**src/rtl/serial_adder_pkg.sv**
```systemverilog
// serial_adder_pkg: shared FSM state type, mode constants and counter sizing for serial_adder_array.
package serial_adder_pkg;
   typedef enum logic {
      SA_IDLE = 1'b0,
      SA_RUN  = 1'b1
   } sa_state_e;
   localparam logic SA_ADD = 1'b0;
   localparam logic SA_SUB = 1'b1;
   function automatic int cnt_w(input int width);
      return ($clog2(width) < 1) ? 1 : $clog2(width);
   endfunction
endpackage

```
**src/rtl/serial_adder_lane.sv**
```systemverilog
// serial_adder_lane: one bit-serial add/sub lane; overflow register only with SERIAL_ADDER_OVF_EN.
module serial_adder_lane
   import serial_adder_pkg::*;
(
   input  logic clk,
   input  logic rst_n,
   input  logic accept,
   input  logic first,
   input  logic last,
   input  logic sub,
   input  logic in1,
   input  logic in2,
   output logic sum,
   output logic ovf
);
   logic r_mode;
   logic r_carry;
   logic r_sum;
   logic w_mode;
   logic w_cin;
   logic w_b;
   logic w_s;
   logic w_cout;
   // On the start beat the fresh sub bit acts as both mode and carry-in (two's-complement negate).
   assign w_mode = first ? sub : r_mode;
   assign w_cin  = first ? sub : r_carry;
   assign w_b    = in2 ^ w_mode;
   assign w_s    = in1 ^ w_b ^ w_cin;
   assign w_cout = (in1 & w_b) | (in1 & w_cin) | (w_b & w_cin);
   always_ff @(posedge clk or negedge rst_n) begin
      if (!rst_n) begin
         r_mode  <= SA_ADD;
         r_carry <= 1'b0;
         r_sum   <= 1'b0;
      end else if (accept) begin
         r_sum   <= w_s;
         r_carry <= last ? 1'b0 : w_cout;
         if (first) r_mode <= sub;
      end
   end
   assign sum = r_sum;
`ifdef SERIAL_ADDER_OVF_EN
   logic r_ovf;
   always_ff @(posedge clk or negedge rst_n) begin
      if (!rst_n) r_ovf <= 1'b0;
      else if (accept && last) r_ovf <= w_cin ^ w_cout;
   end
   assign ovf = r_ovf;
`else
   assign ovf = 1'b0;
`endif
endmodule

```
**src/rtl/serial_adder_array.sv**
```systemverilog
// serial_adder_array: CHANNELS bit-serial add/sub lanes sharing one word-framing controller.
// Define SERIAL_ADDER_OVF_EN to build per-lane signed overflow; otherwise ovf is tied to 0.
module serial_adder_array
   import serial_adder_pkg::*;
#(
   parameter int CHANNELS = 4,
   parameter int WIDTH    = 8
) (
   input  logic                clk,
   input  logic                rst_n,
   input  logic                start,
   input  logic                in_valid,
   input  logic [CHANNELS-1:0] sub,
   input  logic [CHANNELS-1:0] in1,
   input  logic [CHANNELS-1:0] in2,
   output logic [CHANNELS-1:0] sum,
   output logic                sum_valid,
   output logic                sum_last,
   output logic                busy,
   output logic [CHANNELS-1:0] ovf
);
   localparam int CW = cnt_w(WIDTH);
   sa_state_e r_state;
   sa_state_e w_state_nxt;
   logic [CW-1:0] r_cnt;
   logic r_sum_valid;
   logic r_sum_last;
   logic w_run;
   logic w_first;
   logic w_accept;
   logic w_last;
   assign w_run    = (r_state == SA_RUN);
   assign w_first  = in_valid & start;
   assign w_accept = in_valid & (start | w_run);
   // A start beat always begins a new word, so it can never be the MSB of the old one.
   assign w_last   = in_valid & ~start & w_run & (r_cnt == CW'(WIDTH - 1));
   always_ff @(posedge clk or negedge rst_n) begin
      if (!rst_n) r_state <= SA_IDLE;
      else r_state <= w_state_nxt;
   end
   always_comb begin
      w_state_nxt = r_state;
      w_state_nxt = w_first ? SA_RUN : (w_last ? SA_IDLE : r_state);
   end
   always_ff @(posedge clk or negedge rst_n) begin
      if (!rst_n) begin
         r_cnt       <= '0;
         r_sum_valid <= 1'b0;
         r_sum_last  <= 1'b0;
      end else begin
         r_sum_valid <= w_accept;
         r_sum_last  <= w_last;
         if (w_first) r_cnt <= CW'(1);
         else if (w_accept) r_cnt <= w_last ? '0 : r_cnt + 1'b1;
      end
   end
   assign busy      = w_run;
   assign sum_valid = r_sum_valid;
   assign sum_last  = r_sum_last;
   for (genvar g = 0; g < CHANNELS; g++) begin : g_lane
      serial_adder_lane u_lane (
         .clk    (clk),
         .rst_n  (rst_n),
         .accept (w_accept),
         .first  (w_first),
         .last   (w_last),
         .sub    (sub[g]),
         .in1    (in1[g]),
         .in2    (in2[g]),
         .sum    (sum[g]),
         .ovf    (ovf[g])
      );
   end
endmodule

```
**config.mk**
```make
export PLATFORM = sky130hd
export DESIGN_NAME = serial_adder_array
export DESIGN_NICKNAME = d
export VERILOG_FILES = /design/src/rtl/serial_adder_pkg.sv /design/src/rtl/serial_adder_lane.sv /design/src/rtl/serial_adder_array.sv
export SDC_FILE = /design/constraint.sdc
export NUM_CORES = 1
export LEC_CHECK = 0
export CAP_MARGIN = 20
export CORE_MARGIN = 3
export CORE_UTILIZATION = 51
export DETAILED_ROUTE_END_ITERATION = 7
export HOLD_SLACK_MARGIN = 0.12
export PLACE_DENSITY = 0.86
export SYNTH_ARGS = -nofsm -noshare
export SYNTH_HDL_FRONTEND = slang
export SYNTH_HIERARCHICAL = 1
export SYNTH_SLANG_ARGS = --single-unit
export TNS_END_PERCENT = 100
```
**constraint.sdc**
```tcl
create_clock -name clk -period 4.5 [get_ports clk]
set_clock_uncertainty 0.2 [all_clocks]
set_input_delay 1.35 -clock clk [delete_from_list [all_inputs] [get_ports clk]]
set_output_delay 1.35 -clock clk [all_outputs]
set_load 0.01 [all_outputs]
```
* Yosys cells after proc, flatten, opt, wreduce, memory -nomap -nowiden *
Index checks and enable logic that the tools add are counted.

storage, ports and cells
  register bits = 18
  bits of input ports = 16
  output and inout bits = 11
  word-level logic and storage cells = 76

cells by class
  $add $sub $neg = 1
  equality and inequality tests = 1
  muxes and demuxes = 17
  bitwise gates (word level) = 39
  reduce and logical (&&, ||, !) cells = 2

operators with widths
  operator                                                        number
  1-bit bitwise AND                                               17
  1-bit 2-to-1 mux                                                14
  1-bit XOR                                                       12
  3-bit 2-to-1 mux                                                3
  1-bit bitwise OR                                                9
  2-bit nonzero test                                              2
  3-bit by 1-bit adder with 3-bit output (second input constant)  1
  3-bit equality test (second input constant)                     1
  1-bit inverter                                                  1

* Longest topological paths before layout *
  depth in word-level cells = 7
  mapped depth = 7
  depth with buffers taken out = 6

* Modules after synthesis *
Netlist, hierarchy kept.

by module, submodules not included
  module              instances  cells each  area each (µm²)
  serial_adder_lane   4          16          182.7
  serial_adder_array  1          25          301.5

* Least setup slack after synthesis *
Ideal clock, no wire load.

  path type = input port to flip-flop
  from = input port in_valid
  to = register g_lane[0].u_lane.r_sum
  library setup time = 0.125 ns
  arrival time = 2.863 ns
  slack = 1.312 ns
  stages on the path = 6
  cell sequence = buf_6 and2_2 mux2i_1 xnor2_1 fa_1 mux2_2

on the way
  word-level cells in the longest chain between the ends = 5
  elaborated cells on any way between the ends = 7
  those cells by class = mux (2); bitwise (5)

RTL lines
  element                   RTL line                  text
  from (decl)               serial_adder_array.sv:12  input logic in_valid,
  1-bit bitwise AND (*)     serial_adder_array.sv:33  assign w_first = in_valid & start;
  via w_first               serial_adder_array.sv:29  logic w_first;
  1-bit 2-to-1 mux          n/a
  1-bit XOR                 serial_adder_lane.sv:27   assign w_b = in2 ^ w_mode;
  1-bit XOR                 serial_adder_lane.sv:28   assign w_s = in1 ^ w_b ^ w_cin;
  1-bit XOR (*)             serial_adder_lane.sv:28
  via g_lane[0].u_lane.w_s  serial_adder_lane.sv:22   logic w_s;
  to (signal assigned)      serial_adder_lane.sv:36   r_sum <= w_s;
  to (decl)                 serial_adder_lane.sv:18   logic r_sum;

The timed path passes the listed nets; every way through them passes the cells marked *.
A chain may end at the register's enable or synchronous reset.

* Final worst setup path *
  from = input port in_valid
  to = register g_lane[2].u_lane.r_sum

on the way
  word-level cells in the longest chain between the ends = 5
  elaborated cells on any way between the ends = 7
  those cells by class = mux (2); bitwise (5)

RTL lines
  element                   RTL line
  1-bit bitwise AND (*)     serial_adder_array.sv:33
  via w_first               serial_adder_array.sv:29
  1-bit 2-to-1 mux          n/a
  1-bit XOR                 serial_adder_lane.sv:27
  1-bit XOR                 serial_adder_lane.sv:28
  1-bit XOR (*)             serial_adder_lane.sv:28
  via g_lane[2].u_lane.w_s  serial_adder_lane.sv:22
  to (signal assigned)      serial_adder_lane.sv:36
  to (decl)                 serial_adder_lane.sv:18

Marked as above.

==> results.tsv <==
stage	metric	value	unit
outcome	status	finished clean	
clock_tree	h-tree-depth	1	
routing	drt_iter0_drc	5	
synthesis	syn_area	0.001032	mm^2
clock_tree	cts.hold.buffers_added	0	
power	swShare	28.88	%
worst_hold_path	hp-start	g_lane[3].u_lane/sum$_DFFE_PN0P_	
grt	track_usage	16.25	%
setup_path	end_kind	register	
finish	regArea	450.4	um^2
grt	gr-total-overflow	0	
floorplanning	core_area	0.001821	mm^2
setup_path	worst-setup-path-type	primary input to register	
synthesis	yosysMostFrequentCell	dfrtp_1	
power	p_leak	0.5464	nW
finish	multi_input_area	518.0	um^2
clock_tree	post_cts_buffers	0	
timing	fmax	276.3	MHz
clock_tree	path_clk_slew	110	ps
setup_path	cp.required	4480	ps
worst_hold_path	min_to	g_lane[3].u_lane/sum$_DFFE_PN0P_	
timing	worst_hold_slack	319.2	ps
routing	ant_nets	0	
worst_hold_path	holdCritPathClass	register to register	
floorplanning	dieArea	0.002600	mm^2
finish	area_growth	23.88	%
power	p_sw	0.1468	mW
synthesis	yosysSeqAreaShare	43.64	%
placed_design	io_buffer_count	22	
finish	final_nets	133	
synthesis	ys_types	25	
finish	fillerInstances	130	
timing	finalCritPeriodShare	80.43	%
routing	drt_first_pass_iters	4	
routing	vias	685	
grt	grt_pass1_vias	703	
setup_path	startpoint_type	primary input	
power	seqPwrFrac	44.6	%
timing	drv_slew	0	
setup_path	crit_path_max_fanout	18	
timing	worst_slew_pin_slew	788.3	ps
clock_tree	clock_path_buffers	2	
finish	n_antenna_cell	0	
clock_tree	clkLatencyLatePin	290	ps
worst_hold_path	whs_path_depth	1	
floorplanning	die_x	50.99	um
grt	antenna_found_initial	0	
setup_path	ff2ff_setup_slack	2610	ps
synthesis	synthTopCellsByArea	dfrtp_1, fa_1, mux2_4	
floorplanning	start_util	56.70	%
timing	tns	0	ps
routing	routed_wl	1.815	mm
synthesis	synth_area_leader_cell	dfrtp_1	
clock_tree	root_buffer	clkbuf_4	
placed_design	hpwl	1.350	mm
timing	maxSlewHeadroom	47.28	%
floorplanning	io-pin-count	27	
grt	grt_max_degree	19	
synthesis	synth_top_area_share	43.64	%
timing	hold_viol_final	0	
synthesis	syn_nets	111	
synthesis	ys_dominant_reg_cell	dfrtp_1	
power	power.ir.vdd_worst	0.2100	mV
setup_path	crit-reg2reg-launch	r_cnt[0]$_DFFE_PN0P_	
synthesis	synthTopCellsByCount	dfrtp_1, o21ai_0, inv_1, nand2_1	
job	cap_violations	0	
timing	period_needed	3619	ps
setup_path	timing.rr.end	g_lane[3].u_lane/r_carry$_DFFE_PN0P_	
setup_path	arrival	3600	ps
routing	viasPerCell	5.074	
timing	rsz0062_at_grt	no	
clock_tree	cts_sinks	18	
setup_path	reg2reg_depth	5	
synthesis	synthArstFlopShare	100.0	%
power	power_frac_clock	19.4	%
routing	drc	0	
floorplanning	rows	15	
floorplanning	die_h	50.99	um
power	internal-power	0.3615	mW
finish	drive_above_1_share	15.45	%
synthesis	avgSynthCellArea	11.60	um^2
clock_tree	cts_tree	yes	
synthesis	synthCells	89	
synthesis	yosysWarnings	6	
synthesis	ys_ff_latch	18	
routing	wl_per_cell	13.44	um
power	combPwrFrac	35.9	%
grt	grt_pass1_wl	3.208	mm
timing	final-setup-viol-count	0	
synthesis	synth_edf_count	0	
clock_tree	cts_buffers	3	
placed_design	gp_congestion	0.7485	
clock_tree	cts_resized	0	
power	power_density	397.5	mW/mm^2
placed cells by master (no fill, tap or decap), types with 2 or more instances in the layout:
master,synthesis,routed
clkdlybuf4s50_1,0,22
dfrtp_1,18,18
o21ai_0,8,8
nand2_1,6,6
inv_1,6,6
mux2i_1,4,4
xnor2_1,4,4
nand3b_1,4,4
mux2_2,4,4
nand2_2,4,4
mux2_4,4,4
fa_1,4,4
conb_1,4,4
clkbuf_4,0,3
or3b_1,2,2
o221ai_1,2,2
ha_1,2,2
worst max path at each step:
stage | start | to | slack [ps] | cells past startpoint
global placement | in_valid | g_lane[2].u_lane/sum$_DFFE_PN0P_ | 660 | 6
finish | in_valid | g_lane[2].u_lane/sum$_DFFE_PN0P_ | 880 | 6
CTS | in_valid | g_lane[2].u_lane/sum$_DFFE_PN0P_ | 900 | 6
floorplan | in_valid | g_lane[0].u_lane/sum$_DFFE_PN0P_ | 1310 | 6
global route | in_valid | g_lane[3].u_lane/sum$_DFFE_PN0P_ | 790 | 6
detailed placement | in_valid | g_lane[1].u_lane/sum$_DFFE_PN0P_ | 590 | 6
per-layer routing:
metal	wire length (um)	track usage, %
met3	118	3.499
met1	791	21.29
met5	0	0
met2	891	26.61
met4	14	5.381
kinds of logic (layout without fill, tap and decap cells):
kind of cell	Yosys count	after routing	synth area share (%)
flops	18	18	43.64
compound gates	13	13	7.880
mux	12	12	14.06
other cells	4	4	1.454
simple gates	21	21	13.21
xor+xnor	4	4	3.394
buf+inv	11	32	6.182
fa+ha+maj	6	6	10.18
flip-flops by register name, indices dropped and copies added (netlist names):
register / cells
busy: 1
g_lane.u_lane/r_carry: 4
g_lane.u_lane/r_mode: 4
g_lane.u_lane/sum: 4
r_cnt: 3
sum_last: 1
sum_valid: 1
per-stage QoR:
step / setup WS [ps] / total power, mW / instances / area (um^2) / util [%]
after floorplan: 1312 / 0.3359 / 89 / 1032 / -
after global placement: 664.0 / 0.4048 / 131 / 1242 / 68.25
after detailed placement: 594.3 / 0.4160 / 131 / 1242 / 68.25
after CTS: 903.1 / 0.5151 / 135 / 1279 / 70.24
after global routing: 790.3 / 0.5501 / 135 / 1279 / 70.24
final: 880.9 / 0.5083 / 135 / 1279 / 70.24
critical path: stages:
cell and delay (ps):
clkdlybuf4s50_1 630, and2_2 460, mux2i_1 270, xnor2_1 170, fa_1 440, mux2_2 270
power by group through the flow:
stage          logic, mW  registers, mW  clock network, mW
2_1_floorplan     0.0995          0.236                  0
3_3_place_gp       0.176          0.229                  0
3_5_place_dp       0.185          0.231                  0
4_1_cts            0.185          0.228              0.102
5_1_grt            0.205          0.234              0.111
6_report           0.183          0.227             0.0986
layout make-up:
cell class | instances | area share, %
clock buffer | 4 | 2.838
inverter | 6 | 1.761
multi-input combinational | 60 | 40.51
sequential | 18 | 35.22
tap | 25 | 2.446
timing repair buffer | 22 | 17.22
No activity file was read; power rests on OpenSTA's default activity.
